File: config.mk
export PLATFORM = sky130hd
export DESIGN_NAME = spi_flash_responder
export DESIGN_NICKNAME = d
export VERILOG_FILES = /design/src/rtl/spi_flash_pkg.sv /design/src/rtl/spi_flash_responder_sync.sv /design/src/rtl/spi_flash_responder.sv
export SDC_FILE = /design/constraint.sdc
export NUM_CORES = 1
export LEC_CHECK = 0
export BUFFER_PORTS_ARGS = -buffer_cell sky130_fd_sc_hd__buf_4
export CORE_MARGIN = 4
export CORE_UTILIZATION = 61
export CTS_BUF_LIST = sky130_fd_sc_hd__clkbuf_2 sky130_fd_sc_hd__clkbuf_4 sky130_fd_sc_hd__clkbuf_8
export DETAILED_ROUTE_END_ITERATION = 8
export PLACE_DENSITY = 0.88
export SLEW_MARGIN = 5
export SYNTH_ARGS = -nofsm -noshare
export SYNTH_HDL_FRONTEND = slang
export SYNTH_SLANG_ARGS = --single-unit
File: constraint.sdc
create_clock -name clk -period 2.4 [get_ports clk]
set_input_delay 0.6 -clock clk [delete_from_list [all_inputs] [get_ports clk]]
set_output_delay 0.6 -clock clk [all_outputs]
set_load 0.05 [all_outputs]
File: src/rtl/spi_flash_pkg.sv
// Shared opcodes and FSM state encoding for the SPI NOR flash responder.
package spi_flash_pkg;

  localparam logic [7:0] CMD_READ      = 8'h03;
  localparam logic [7:0] CMD_FAST_READ = 8'h0B;
  localparam logic [7:0] CMD_RDID      = 8'h9F;
  localparam logic [7:0] CMD_PD        = 8'hB9;
  localparam logic [7:0] CMD_RPD       = 8'hAB;
  localparam logic [7:0] CMD_RESET     = 8'hFF;

  typedef enum logic [2:0] {
    StIdle,
    StCmd,
    StAddr,
    StDummy,
    StData,
    StId,
    StIgnore
  } state_e;

endpackage

File: src/rtl/spi_flash_responder_sync.sv
// Brings the asynchronous SPI pins into the clk domain and derives edge strobes.
module spi_pin_sync (
  input  logic clk_i,
  input  logic csb_i,
  input  logic sclk_i,
  input  logic mosi_i,
  output logic csb_s_o,
  output logic csb_fall_o,
  output logic sclk_rise_o,
  output logic sclk_fall_o,
  output logic mosi_s_o
);

  logic [2:0] csb_q;
  logic [2:0] sclk_q;
  logic [1:0] mosi_q;

  // Deliberately unreset: the chain keeps tracking the pins through reset, so a
  // chip select already low at reset release never shows up as a falling edge.
  always_ff @(posedge clk_i) begin
    csb_q  <= {csb_q[1:0], csb_i};
    sclk_q <= {sclk_q[1:0], sclk_i};
    mosi_q <= {mosi_q[0], mosi_i};
  end

  assign csb_s_o     = csb_q[1];
  assign csb_fall_o  = ~csb_q[1] & csb_q[2];
  assign sclk_rise_o = sclk_q[1] & ~sclk_q[2];
  assign sclk_fall_o = ~sclk_q[1] & sclk_q[2];
  assign mosi_s_o    = mosi_q[1];

endmodule

File: src/rtl/spi_flash_responder.sv
// SPI NOR flash emulator (mode 0, single I/O) serving reads from a synchronous byte memory.
module spi_flash_responder
  import spi_flash_pkg::*;
#(
  parameter int unsigned ADDR_BITS  = 24,
  parameter logic [23:0] JEDEC_ID   = 24'hEF4016,
  parameter int unsigned DUMMY_BITS = 8
) (
  input  logic                 clk,
  input  logic                 resetn,
  input  logic                 flash_csb,
  input  logic                 flash_clk,
  input  logic                 flash_io0_di,
  output logic                 flash_io1_do,
  output logic                 flash_io1_oe,
  output logic [ADDR_BITS-1:0] mem_addr,
  output logic                 mem_re,
  input  logic [7:0]           mem_rdata,
  output logic                 powered_down,
  output logic                 busy
);

  localparam int unsigned    CntW      = 6;
  localparam logic [CntW-1:0] LastDummy = CntW'(DUMMY_BITS - 1);

  logic csb_s, csb_fall, sclk_rise, sclk_fall, mosi_s;

  spi_pin_sync u_sync (
    .clk_i       (clk),
    .csb_i       (flash_csb),
    .sclk_i      (flash_clk),
    .mosi_i      (flash_io0_di),
    .csb_s_o     (csb_s),
    .csb_fall_o  (csb_fall),
    .sclk_rise_o (sclk_rise),
    .sclk_fall_o (sclk_fall),
    .mosi_s_o    (mosi_s)
  );

  state_e          state_q, state_d;
  logic [CntW-1:0] bit_cnt_q, bit_cnt_d;
  logic [7:0]      rx_q, rx_d;
  logic [7:0]      tx_q, tx_d;
  logic [23:0]     addr_q, addr_d;
  logic [1:0]      id_idx_q, id_idx_d;
  logic            fast_q, fast_d;
  logic            pd_q, pd_d;
  logic            oe_q, oe_d;
  logic            do_q, do_d;
  logic            mem_re_q, mem_re_d;
  logic            load_q, load_d;
  logic [7:0]      op;
  logic [7:0]      id_byte;

  always_comb begin
    unique case (id_idx_q)
      2'd1:    id_byte = JEDEC_ID[15:8];
      2'd2:    id_byte = JEDEC_ID[7:0];
      default: id_byte = 8'h00;
    endcase
  end

  always_comb begin
    state_d   = state_q;
    bit_cnt_d = bit_cnt_q;
    rx_d      = rx_q;
    tx_d      = tx_q;
    addr_d    = addr_q;
    id_idx_d  = id_idx_q;
    fast_d    = fast_q;
    pd_d      = pd_q;
    oe_d      = oe_q;
    do_d      = do_q;
    mem_re_d  = 1'b0;
    load_d    = mem_re_q;
    op        = {rx_q[6:0], mosi_s};

    // Released chip select beats any concurrent sclk edge.
    if (csb_s) begin
      state_d   = StIdle;
      bit_cnt_d = '0;
      oe_d      = 1'b0;
      do_d      = 1'b0;
      load_d    = 1'b0;
    end else begin
      case (state_q)
        StIdle: begin
          if (csb_fall) begin
            state_d   = StCmd;
            bit_cnt_d = '0;
            fast_d    = 1'b0;
          end
        end
        StCmd: begin
          if (sclk_rise) begin
            rx_d      = op;
            bit_cnt_d = bit_cnt_q + 1'b1;
            if (bit_cnt_q == CntW'(7)) begin
              bit_cnt_d = '0;
              state_d   = StIgnore;
              if (!pd_q || op == CMD_RPD) begin
                case (op)
                  CMD_READ:      state_d = StAddr;
                  CMD_FAST_READ: begin
                    state_d = StAddr;
                    fast_d  = 1'b1;
                  end
                  CMD_RDID: begin
                    state_d  = StId;
                    tx_d     = JEDEC_ID[23:16];
                    id_idx_d = 2'd1;
                  end
                  CMD_PD:        pd_d = 1'b1;
                  CMD_RPD:       pd_d = 1'b0;
                  CMD_RESET:     state_d = StIgnore;
                  default:       state_d = StIgnore;
                endcase
              end
            end
          end
        end
        StAddr: begin
          if (sclk_rise) begin
            addr_d    = {addr_q[22:0], mosi_s};
            bit_cnt_d = bit_cnt_q + 1'b1;
            if (bit_cnt_q == CntW'(23)) begin
              bit_cnt_d = '0;
              if (fast_q) begin
                state_d = StDummy;
              end else begin
                state_d  = StData;
                mem_re_d = 1'b1;
              end
            end
          end
        end
        StDummy: begin
          if (sclk_rise) begin
            bit_cnt_d = bit_cnt_q + 1'b1;
            if (bit_cnt_q == LastDummy) begin
              bit_cnt_d = '0;
              state_d   = StData;
              mem_re_d  = 1'b1;
            end
          end
        end
        StData, StId: begin
          if (load_q && state_q == StData) begin
            tx_d = mem_rdata;
          end
          if (sclk_fall) begin
            oe_d      = 1'b1;
            do_d      = tx_q[7];
            tx_d      = {tx_q[6:0], 1'b0};
            bit_cnt_d = bit_cnt_q + 1'b1;
            // Bit 0 just went out: fetch the next byte well before the next falling edge.
            if (bit_cnt_q == CntW'(7)) begin
              bit_cnt_d = '0;
              if (state_q == StData) begin
                addr_d   = addr_q + 24'd1;
                mem_re_d = 1'b1;
              end else begin
                tx_d = id_byte;
                if (id_idx_q != 2'd3) begin
                  id_idx_d = id_idx_q + 2'd1;
                end
              end
            end
          end
        end
        StIgnore: ;
        default: state_d = StIdle;
      endcase
    end
  end

  always_ff @(posedge clk) begin
    if (!resetn) begin
      state_q   <= StIdle;
      bit_cnt_q <= '0;
      rx_q      <= '0;
      tx_q      <= '0;
      addr_q    <= '0;
      id_idx_q  <= '0;
      fast_q    <= 1'b0;
      pd_q      <= 1'b0;
      oe_q      <= 1'b0;
      do_q      <= 1'b0;
      mem_re_q  <= 1'b0;
      load_q    <= 1'b0;
    end else begin
      state_q   <= state_d;
      bit_cnt_q <= bit_cnt_d;
      rx_q      <= rx_d;
      tx_q      <= tx_d;
      addr_q    <= addr_d;
      id_idx_q  <= id_idx_d;
      fast_q    <= fast_d;
      pd_q      <= pd_d;
      oe_q      <= oe_d;
      do_q      <= do_d;
      mem_re_q  <= mem_re_d;
      load_q    <= load_d;
    end
  end

  assign flash_io1_do = do_q;
  assign flash_io1_oe = oe_q;
  assign mem_addr     = addr_q[ADDR_BITS-1:0];
  assign mem_re       = mem_re_q;
  assign powered_down = pd_q;
  assign busy         = resetn & ~csb_s;

endmodule

# == Word level (Yosys, flattened, before mapping) ==
# Index checks and enable logic that the tools add are counted.
# word_totals
register_bits,64
output_inout_bits,29
elab_cells,141
# op_classes
addsub,3
eq_ne,33
muxes,58
bitwise,9
reduce_logical,23
# ops
cell,count
24-bit two-way mux,4
8-bit two-way mux,8
24-bit case mux with 2 select lines,1
6-bit two-way mux,6
2-bit inequality test (second input constant),14
3-bit two-way mux,9
24-bit by 1-bit adder with 24-bit output (second input constant),1
8-bit == test (second input constant),3
6-bit case mux with 4 select lines,1
2-bit two-way mux,8
8-bit case mux with 2 select lines,1
3-bit case mux with 5 select lines,1
7-bit case mux with 2 select lines,1
7-bit AND reduction,2
1-bit two-way mux,13
6-bit AND reduction,2
10-bit AND reduction,1
3-bit == test (second input constant),3
8-bit by 2-bit == test with 1-bit output (second input constant),1
8-bit by 4-bit == test with 1-bit output (second input constant),1
8-bit AND reduction,1
2-bit nonzero test,4
2-bit OR reduction,4
6-bit by 1-bit adder with 6-bit output (second input constant),1
other kinds (24),35

# == Depth between registers and ports, before layout ==
# Gate-level depths: netlist (run 1).
# depth
ltp_word,7
depth_mapped,9
depth_no_buf,6

# == Hierarchy ==
# A second synthesis (run 1) with hierarchy kept.
# unflattened
cells_unflattened,442
area_unflattened_um2,3525.9
# modules_own_cells
module,instances,cells_per_inst,area_per_inst_um2,seq_area_each_um2
spi_flash_responder,1,431,3344.5,1121.1
spi_pin_sync,1,11,181.4,160.2

# == Least setup slack after synthesis (run 1) ==
# OpenSTA, ideal clock, no wires.
# synth_path
path_type,reg-to-reg
startpoint,reg addr_q[0] (netlist: mem_addr[0])
endpoint,reg addr_q[22] (netlist: mem_addr[22])
setup_time_ns,0.122
arrival_ns,2.200
slack_ns,0.078
path_stages_with_launch,6
cell_sequence,dfxtp_1 > ha_1 > nand4_1 > nor4_1 > nand3_1 > o311a_1
# synth_between
elab_chain_len,5
# synth_rtl
item,line_no,rtl
from (decl),spi_flash_responder.sv:44,"logic [23:0] addr_q, addr_d;"
from (signal assigned),spi_flash_responder.sv:196,addr_q <= addr_d;
24-bit by 1-bit adder with 24-bit output,spi_flash_responder.sv:160,addr_d = addr_q + 24'd1;
24-bit two-way mux,spi_flash_responder.sv:159,if (state_q == StData) begin
24-bit two-way mux,spi_flash_responder.sv:157,if (bit_cnt_q == CntW'(7)) begin
24-bit two-way mux,spi_flash_responder.sv:151,if (sclk_fall) begin
24-bit case mux with 2 select lines,spi_flash_responder.sv:86,case (state_q)
# Every way passes these cells. The select of a mux whose other input is x is not followed.
# A chain may end at the register's enable or synchronous reset.

# == Final worst setup path (run 1) ==
# layout_path
startpoint,reg state_q[2]
endpoint,reg addr_q[10] (netlist: mem_addr[10])
# layout_between
elab_chain_len,4
elab_cells_between_ends,11
classes_between,eq/ne (7); mux (1); reduce/logical (3)
# layout_rtl
item,line_no,rtl
from (decl),spi_flash_responder.sv:40,"state_e state_q, state_d;"
from (signal assigned),spi_flash_responder.sv:179,state_q <= StIdle;
from (signal assigned),spi_flash_responder.sv:192,state_q <= state_d;
3-bit == test (on tied branches),"spi_flash_responder.sv:86, spi_flash_responder.sv:159",
2-bit OR reduction,spi_flash_responder.sv:86,
2-bit inequality test (no source line) or 2-bit nonzero test (tied branches),n/a,
6-bit AND reduction (no source line),n/a,
# Parallel ways exist; a longest one is shown, timed or not.

==> results.sh, run 1 <==
export IMPL_layout_worst_path_cycle_share_pct=90.2
export IMPL_synth_top_cell_area_share_pct=35.7
export IMPL_port_buffers=41
export IMPL_grt_usage_pct=27.2
export IMPL_max_freq_ghz=0.462
export IMPL_status="completed"
export IMPL_setup_ws_ns=0.235
export IMPL_worstSkewPairLatency_ns=0.35
export IMPL_worst_ep_required_time_ns=2.62
export IMPL_crit_chain="buf_4 -> nor4b_1 -> nand4_1 -> and2_2 -> o41ai_1 -> a21oi_1"
export IMPL_cts_max_path_buffers=2
export IMPL_crit_path_end_kind="flop"
export IMPL_drive_gt1_share_pct=19.3
export IMPL_pre_cts_slack_ns=0.0833
export IMPL_slew_headroom_pct=61.8
export IMPL_hp_class="reg2reg"
export IMPL_drc=0
export IMPL_fp_row_count=27
export IMPL_swShare_pct=24.3
export IMPL_dieWidth_um=84.7
export IMPL_clk_pin_slew_ns=0.07
export IMPL_synthTopCellsByCount="dfxtp_1, nand2_1, a21oi_1, nor2_1, o21ai_0"
export IMPL_cts_root_buffer="clkbuf_8"
export IMPL_synthFlopType="dfxtp_1"
export IMPL_synthCells=453
export IMPL_wl_per_cell_um=16.3
export IMPL_power_switching_mw=0.516
export IMPL_grt_max_degree=42
export IMPL_cts_sinks=64
export IMPL_cts_tree="built"
export IMPL_postCtsSetupRepairBufs=0
export IMPL_grt_pass1_wl_mm=16.2
export IMPL_syn_area_sq_mm=0.00359
export IMPL_ir_drop_uv=428
export IMPL_firstDrtPassIters=5
export IMPL_dpl_hpwl_mm=6.48
export IMPL_rsz0062_at_grt="false"
export IMPL_crit_path_max_fanout=11
export IMPL_clkPwrFrac_pct=41.4
export IMPL_p_comb_share_pct=7.3
export IMPL_critPathTopFamily="simple AND/OR/NAND/NOR gates"
export IMPL_drv_cap=0
export IMPL_tightest_slew_ns=0.568
export IMPL_vias=3725
export IMPL_power_frac_seq_pct=51.3
export IMPL_core_sq_mm=0.00561
export IMPL_initial_core_util_pct=64.0
export IMPL_finalSetupViolations=0
export IMPL_ys_ff_latch=64
export IMPL_ff_latch_area_sq_mm=0.00128
export IMPL_synthArstFlopShare_pct=0
export IMPL_yosysTopAreaCell="dfxtp_1"
export IMPL_gp_congestion=1.02
export IMPL_nNetsFinal=520
export IMPL_fin_crit_ns=2.16
export IMPL_synth_edff_count=0
export IMPL_worst_setup_path_start_kind="flop"
export IMPL_hold_viol=0
export IMPL_drt_iter0_drc=410
export IMPL_grt_overflow=0
export IMPL_yosys_warnings=0
export IMPL_first_global_vias=3545
export IMPL_tns_ns=0
export IMPL_detail_route_vias_per_cell=6.43
export IMPL_synth_most_common_cell="dfxtp_1"
export IMPL_arrival_ns=2.39
export IMPL_crit_buf_inv=1
export IMPL_p_int_mw=1.61
export IMPL_fin_util_pct=75.8
export IMPL_cts_made_buffers=9
export IMPL_power_leakage_nw=1.56
export IMPL_critical_path_class="reg2reg"
export IMPL_yosysSeqAreaShare_pct=35.7
export IMPL_diodes=0
export IMPL_cpMaxStageDelayCell="o41ai_1"
export IMPL_htreeDepth=3
export IMPL_multi_input_area_sq_mm=0.00213
export IMPL_antenna_left=0
export IMPL_powerDensity_mw_per_mm2=499
export IMPL_syn_to_final_growth_pct=18.4
export IMPL_slew_viol_final=0
export IMPL_die_area_sq_mm=0.00718
export IMPL_yosys_cell_types_count=68
export IMPL_finalWirelength_mm=9.47
export IMPL_die_height_um=84.7
export IMPL_antenna_found_initial=0
export IMPL_io_pins=42
export IMPL_fillers=428
export IMPL_synth_avg_cell_area_sq_um=7.92
export IMPL_synth_area_leaders="dfxtp_1, nand2_1, a21oi_1, o21ai_0, nand3_1"
export IMPL_syn_nets=471
export IMPL_slowest_delay_ns=0.41
export IMPL_skew_ns=0.0106
==> cell families after synthesis <==
kind of cell | Yosys count | share of synthesized area [%]
AO/OA/AOI/OAI | 139 | 26.7
XOR/XNOR | 5 | 1.22
adder cells (fa/ha/maj) | 5 | 1.74
buffers and inverters | 45 | 5.47
flip-flops | 64 | 35.7
multiplexers | 4 | 1.15
AND/OR/NAND/NOR | 191 | 28.0
==> sequential cells by signal (all words and copies together), names as in the netlist <==
name and count:
mem_addr 24, tx_q 8, rx_q 7, bit_cnt_q 6
state_q 3, u_sync.csb_q 3, u_sync.sclk_q 3, id_idx_q 2
u_sync.mosi_q 2, fast_q 1, flash_io1_do 1, flash_io1_oe 1
load_q 1, mem_re 1, powered_down 1
==> worst register-to-register path: cells and delay by family, from the launching register on <==
kind	cells	cell delay, ns
and+or+nand+nor	3	0.97
buffers and inverters	1	0.20
AOI/OAI and AO/OA	2	0.48
DFF	1	0.40
==> per-layer routing <==
layer	GRT usage, %	vias up	part of all wire [%]
li1	-	1757	-
met5	0	-	0
met4	11.5	0	1.9
met1	36.7	1760	43
met2	42.1	186	47
met3	5.40	22	8.0
==> power by group through the flow <==
| stage | combinational, mW | sequential, mW | clock [mW] |
|---|---|---|---|
| after global routing | 0.169 | 1.09 | 0.923 |
| after CTS | 0.153 | 1.09 | 0.877 |
| after floorplan | 0.0971 | 1.11 | 0 |
| after global placement | 0.149 | 1.11 | 0 |
| final | 0.155 | 1.09 | 0.878 |
| after detailed placement | 0.152 | 1.11 | 0 |
==> final cells by class <==
| cell class | count | share of cell area [%] |
|---|---|---|
| well taps | 72 | 2.12 |
| multi-input cells | 344 | 50.1 |
| repair buffers | 67 | 11.8 |
| inverters | 16 | 1.41 |
| flip-flops and latches | 64 | 30.1 |
| clock inverters | 3 | 0.353 |
| clock buffers | 13 | 4.06 |
==> per-stage QoR <==
step                      hold WS [ns]  std cells  power (mW)  instance area [sq um]
after global routing             0.338        579        2.18                   4250
after CTS                        0.328        579        2.12                   4230
after detailed placement         0.313        563        1.26                   4050
final                            0.327        579        2.12                   4250
after floorplan                  0.310        453        1.21                   3590
after global placement           0.310        563        1.26                   4050
==> what timing repair did <==
| action | CTS | global route |
|---|---|---|
| hold buffers | 0 | 0 |
| endpoints found under the setup margin | 0 | 18 |
| gates resized for setup | 0 | 3 |
| hold endpoints to repair | 0 | 0 |
==> placed cells by master, fill, tap and decap left out, drive strengths merged, types with 5 or more instances in the layout <==
| cell type | synthesis | layout |
|---|---|---|
| ha | 5 | 5 |
| inv | 15 | 15 |
| buf | 14 | 67 |
| o31ai | 6 | 6 |
| nand4 | 7 | 7 |
| a21oi | 32 | 32 |
| clkbuf | 15 | 13 |
| a31oi | 6 | 6 |
| nand2b | 7 | 7 |
| and3 | 5 | 5 |
| o21a | 5 | 5 |
| nor2 | 30 | 30 |
| nor3 | 9 | 9 |
| o2111ai | 5 | 5 |
| nand2 | 61 | 61 |
| a21o | 6 | 6 |
| nor3b | 6 | 6 |
| dfxtp | 64 | 64 |
| nand3 | 26 | 26 |
| o21ai | 28 | 28 |
| a21boi | 14 | 14 |
| a211oi | 5 | 5 |
==> path summary, 6_finish.rpt <==
| check | slack, ns | to | from | cells past startpoint |
|---|---|---|---|---|
| max | 0.24 | mem_addr[10]$_SDFFE_PN0P_ | state_q[2]$_SDFFE_PN0P_ | 6 |
| min | 0.33 | u_sync.mosi_q[1]$_DFF_P_ | u_sync.mosi_q[0]$_DFF_P_ | 0 |
| max reg2reg | 0.24 | mem_addr[10]$_SDFFE_PN0P_ | state_q[2]$_SDFFE_PN0P_ | 6 |
| min reg2reg | 0.33 | u_sync.mosi_q[1]$_DFF_P_ | u_sync.mosi_q[0]$_DFF_P_ | 0 |
(Power assumes the default switching activity.)
==> run 2, diff against run 1 <==
PLACE_DENSITY = unset   (was 0.88)
PLACE_DENSITY_LB_ADDON = 0.05   (was unset)
==> results.sh, run 2 (synthesized netlist as in run 1, its figures left out) <==
export IMPL_fp_row_count=27
export IMPL_detail_route_vias_per_cell=6.29
export IMPL_cts_tree="built"
export IMPL_cts_resized=0
export IMPL_drc=0
export IMPL_die_area_sq_mm=0.00718
export IMPL_crit_path_max_fanout=14
export IMPL_max_freq_ghz=0.450
export IMPL_arrival_ns=2.48
export IMPL_io_pins=42
export IMPL_drive_gt1_share_pct=19.0
export IMPL_slew_viol_final=0
export IMPL_powerDensity_mw_per_mm2=519
export IMPL_final_cell_mix="buf_4, dfxtp_1, nand2_1, a21oi_1, nor2_1"
export IMPL_fillers=433
export IMPL_slowest_delay_ns=0.61
export IMPL_hp_class="reg2reg"
export IMPL_antenna_left=0
export IMPL_die_height_um=84.7
export IMPL_worstSkewPairLatency_ns=0.34
export IMPL_dieWidth_um=84.7
export IMPL_cts_hold_buf=0
export IMPL_ir_drop_uv=396
export IMPL_skew_ns=0.00563
export IMPL_r2r_cells=4
export IMPL_syn_to_final_growth_pct=18.8
export IMPL_htreeDepth=3
export IMPL_dp_cells=562
export IMPL_reg2reg_to="tx_q[4]$_SDFFE_PN0P_"
export IMPL_first_global_vias=3456
export IMPL_clk_pin_slew_ns=0.07
export IMPL_final_common_cell="buf_4"
export IMPL_wl_per_cell_um=16.1
export IMPL_diodes=0
export IMPL_tightest_slew_ns=0.645
export IMPL_nNetsFinal=519
export IMPL_cts_root_buffer="clkbuf_8"
export IMPL_worst_setup_path_start_kind="flop"
export IMPL_initial_core_util_pct=64.0
export IMPL_finalWirelength_mm=9.31
export IMPL_r2r_slack_ns=0.18
export IMPL_cts_made_buffers=9
export IMPL_worst_ep_required_time_ns=2.66
export IMPL_fin_cells=578
export IMPL_whs_endpoint="u_sync.mosi_q[1]$_DFF_P_"
export IMPL_grt_overflow=0
export IMPL_fin_crit_ns=2.22
export IMPL_layout_worst_path_cycle_share_pct=92.6
export IMPL_drt_iter0_drc=301
export IMPL_cpMaxStageDelayCell="dfxtp_1"
export IMPL_cts_sinks=64
export IMPL_port_buffers=41
export IMPL_dpl_hpwl_mm=6.58
export IMPL_drv_cap=0
export IMPL_rsz0062_at_grt="false"
export IMPL_slew_headroom_pct=57.0
export IMPL_finalSetupViolations=0
export IMPL_crit_chain="nor4b_1 -> o2111ai_2 -> a311o_1 -> a21oi_1"
export IMPL_p_total_mw=2.21
export IMPL_largest_reg_flops=24
export IMPL_min_path_cells=0
export IMPL_tns_ns=0
export IMPL_crit_path_end_kind="flop"
export IMPL_grt_usage_pct=26.7
export IMPL_firstDrtPassIters=7
export IMPL_status="completed"
export IMPL_worstHoldStart="u_sync.mosi_q[0]$_DFF_P_"
export IMPL_antenna_found_initial=0
export IMPL_r2r_start="state_q[0]$_SDFFE_PN0P_"
export IMPL_power_leakage_nw=1.57
export IMPL_grt_max_degree=41
export IMPL_core_sq_mm=0.00561
export IMPL_postCtsSetupRepairBufs=0
export IMPL_grt_pass1_wl_mm=15.9
export IMPL_cts_max_path_buffers=2
export IMPL_hold_viol=0
export IMPL_vias=3638
export IMPL_gp_congestion=0.896
export IMPL_critical_path_class="reg2reg"
run 2: cell count changes in the layout (fill, tap and decap cells not counted):
cell,before,now
and2_2,1,0
clkbuf_4,1,2
clkinv_2,3,2
buf_4,67,65
clkbuf_8,12,11
nor4bb_2,0,1
and2_1,2,3
bufinv_16,0,1
buf_12,0,1
nor4bb_4,1,0
run 2: worst max path at each step:
stage	start	to	slack [ns]
after CTS	bit_cnt_q[0]$_SDFFE_PN0P_	mem_addr[6]$_SDFFE_PN0P_	0.15
final	state_q[0]$_SDFFE_PN0P_	tx_q[4]$_SDFFE_PN0P_	0.18
after global routing	state_q[0]$_SDFFE_PN0P_	mem_addr[10]$_SDFFE_PN0P_	0.07
after global placement	bit_cnt_q[0]$_SDFFE_PN0P_	mem_addr[5]$_SDFFE_PN0P_	0.25
after floorplan	mem_addr[0]$_SDFFE_PN0P_	mem_addr[22]$_SDFFE_PN0P_	0.08
after detailed placement	bit_cnt_q[0]$_SDFFE_PN0P_	mem_addr[6]$_SDFFE_PN0P_	0.16
run 2: critical path: cells and delay by family (launching register included):
kind / cells / cell delay [ns]
AOI/OAI and AO/OA: 3 / 1.04
DFF: 1 / 0.61
and+or+nand+nor: 1 / 0.49
run 2: per-stage QoR:
| stage | hold slack (ns) | instance area [sq um] | setup slack (ns) | util [%] |
|---|---|---|---|---|
| floorplan | 0.310 | 3590 | 0.0785 | - |
| detailed placement | 0.313 | 4050 | 0.164 | 72.2 |
| global route | 0.324 | 4260 | 0.0679 | 76.0 |
| CTS | 0.325 | 4260 | 0.148 | 75.9 |
| finish | 0.324 | 4260 | 0.177 | 76.0 |
| global placement | 0.310 | 4050 | 0.255 | 72.2 |
run 2: per-layer routing:
metal  track usage [%]  vias up  part of all wire [%]
met5                 0        -                     0
met4              8.92        0                   1.8
met3              6.18       19                   7.6
met2              43.4      148                    47
met1              34.8     1706                    44
li1                  -     1765                     -
run 2: area by class of cell:
class                      count  area, sq um  area share, %
multi-input combinational    344         2120           49.7
sequential                    64         1280           30.0
timing repair buffer          66          508           11.9
clock buffer                  13          166           3.90
tap                           72         90.1           2.11
inverter                      16         60.1           1.41
clock inverter                 3         40.0          0.939
run 2: power breakdown:
part	switching, mW	internal, mW
Sequential	0.0174	1.07
Clock	0.414	0.557
Combinational	0.0865	0.0659
Total	0.518	1.70
==> run 3, diff against run 2 <==
CORE_UTILIZATION = 65   (was 61)
clock period = 2.9 ns   (was 2.4 ns; I/O delays follow)
==> results.sh, run 3 (synthesized netlist as in run 1, its figures left out) <==
export IMPL_status="completed"
export IMPL_antenna_left=0
export IMPL_crit_chain="nor2b_1 -> nand3b_1 -> nand2_1 -> buf_4 -> a21oi_1 -> nor4b_1"
export IMPL_crit_path_max_fanout=19
export IMPL_htreeDepth=3
export IMPL_initial_core_util_pct=68.5
export IMPL_grt_max_degree=40
export IMPL_dpl_hpwl_mm=6.21
export IMPL_port_buffers=41
export IMPL_dieWidth_um=82.3
export IMPL_wl_per_cell_um=16.2
export IMPL_skew_ns=0.00851
export IMPL_worst_setup_path_start_kind="flop"
export IMPL_fillers=377
export IMPL_worst_ep_required_time_ns=3.16
export IMPL_firstDrtPassIters=6
export IMPL_hp_class="reg2reg"
export IMPL_cts_made_buffers=9
export IMPL_drt_iter0_drc=358
export IMPL_finalSetupViolations=0
export IMPL_gp_congestion=0.963
export IMPL_die_height_um=82.3
export IMPL_first_global_vias=3197
export IMPL_final_common_cell="dfxtp_1"
export IMPL_tns_ns=0
export IMPL_cts_resized=0
export IMPL_fin_cells=565
export IMPL_io_pins=42
export IMPL_core_sq_mm=0.00524
export IMPL_drive_gt1_share_pct=17.0
export IMPL_grt_pass1_wl_mm=15.3
export IMPL_finalWirelength_mm=9.15
export IMPL_crit_cells=6
export IMPL_dp_cells=549
export IMPL_tightest_slew_ns=0.676
export IMPL_cpMaxStageDelayCell="dfxtp_1"
export IMPL_grt_overflow=0
export IMPL_r2r_start="state_q[1]$_SDFFE_PN0P_"
export IMPL_fin_crit_ns=2.39
export IMPL_crit_buf_inv=1
export IMPL_arrival_ns=2.65
export IMPL_slew_headroom_pct=54.9
export IMPL_fp_row_count=26
export IMPL_ff_latch_area_sq_mm=0.00128
export IMPL_powerDensity_mw_per_mm2=467
export IMPL_cts_root_buffer="clkbuf_8"
export IMPL_drc=0
export IMPL_crit_path_end_kind="flop"
export IMPL_critPathLaunch="state_q[1]$_SDFFE_PN0P_"
export IMPL_slowest_delay_ns=0.70
export IMPL_cts_max_path_buffers=2
export IMPL_detail_route_vias_per_cell=6.39
export IMPL_drv_cap=0
export IMPL_worstHoldStart="u_sync.csb_q[0]$_DFF_P_"
export IMPL_critPathTopFamily="simple AND/OR/NAND/NOR gates"
export IMPL_worstSkewPairLatency_ns=0.36
export IMPL_hold_viol=0
export IMPL_largest_reg_flops=24
export IMPL_cts_hold_buf=0
export IMPL_diodes=0
export IMPL_syn_to_final_growth_pct=16.8
export IMPL_final_cell_mix="dfxtp_1, nand2_1, buf_4, a21oi_1, nor2_1"
export IMPL_slew_viol_final=0
export IMPL_cts_tree="built"
export IMPL_ir_drop_uv=456
export IMPL_nNetsFinal=508
export IMPL_multi_input_area_sq_mm=0.00211
export IMPL_clk_pin_slew_ns=0.07
export IMPL_rsz0062_at_grt="false"
export IMPL_postCtsSetupRepairBufs=0
export IMPL_critical_path_class="reg2reg"
export IMPL_antenna_found_initial=0
export IMPL_layout_worst_path_cycle_share_pct=82.4
export IMPL_power_leakage_nw=1.51
export IMPL_cts_sinks=64
export IMPL_endpoint="mem_addr[9]$_SDFFE_PN0P_"
export IMPL_vias=3612
export IMPL_r2r_slack_ns=0.51
export IMPL_max_freq_ghz=0.419
export IMPL_die_area_sq_mm=0.00678
export IMPL_reg2reg_to="mem_addr[9]$_SDFFE_PN0P_"
export IMPL_grt_usage_pct=29.2
export IMPL_r2r_cells=6
==> run 3: worst min-delay path by stage <==
stage	end	slack, ns	depth (start not counted)
after floorplan	u_sync.csb_q[1]$_DFF_P_	0.31	0
after global placement	u_sync.csb_q[1]$_DFF_P_	0.31	0
after detailed placement	u_sync.csb_q[1]$_DFF_P_	0.31	0
after CTS	u_sync.csb_q[1]$_DFF_P_	0.33	0
after global routing	u_sync.sclk_q[1]$_DFF_P_	0.34	0
final	u_sync.csb_q[1]$_DFF_P_	0.33	0
==> run 3: layout make-up <==
| cell class | instances | area share, % |
|---|---|---|
| Clock inverter | 6 | 2.57 |
| Timing Repair Buffer | 55 | 9.85 |
| Multi-Input combinational cell | 344 | 50.4 |
| Tap cell | 70 | 2.09 |
| Sequential cell | 64 | 30.6 |
| Inverter | 16 | 1.43 |
| Clock buffer | 10 | 3.13 |
==> run 3: where the power goes <==
group	switching, mW	internal, mW
Sequential	0.0182	0.888
Clock	0.358	0.577
Combinational	0.0673	0.0490
Total	0.444	1.51
==> run 3: layer usage <==
metal	vias to the layer above	global-route usage [%]	part of all wire (%)
met3	21	5.86	6.6
met5	-	0	0
met2	162	47.5	48
met4	0	12.0	1.9
li1	1743	-	-
met1	1686	37.8	44
==> run 3: per-stage QoR <==
stage / utilization (%) / total power, mW / worst slack (ns) / hold slack [ns] / cell area (sq um)
after floorplan: - / 1.00 / 0.578 / 0.310 / 3590
after global placement: 75.5 / 1.04 / 0.645 / 0.310 / 3950
after detailed placement: 75.5 / 1.04 / 0.531 / 0.315 / 3950
after CTS: 80.1 / 1.95 / 0.530 / 0.331 / 4190
after global routing: 80.1 / 2.02 / 0.266 / 0.339 / 4190
final: 80.1 / 1.96 / 0.511 / 0.329 / 4190
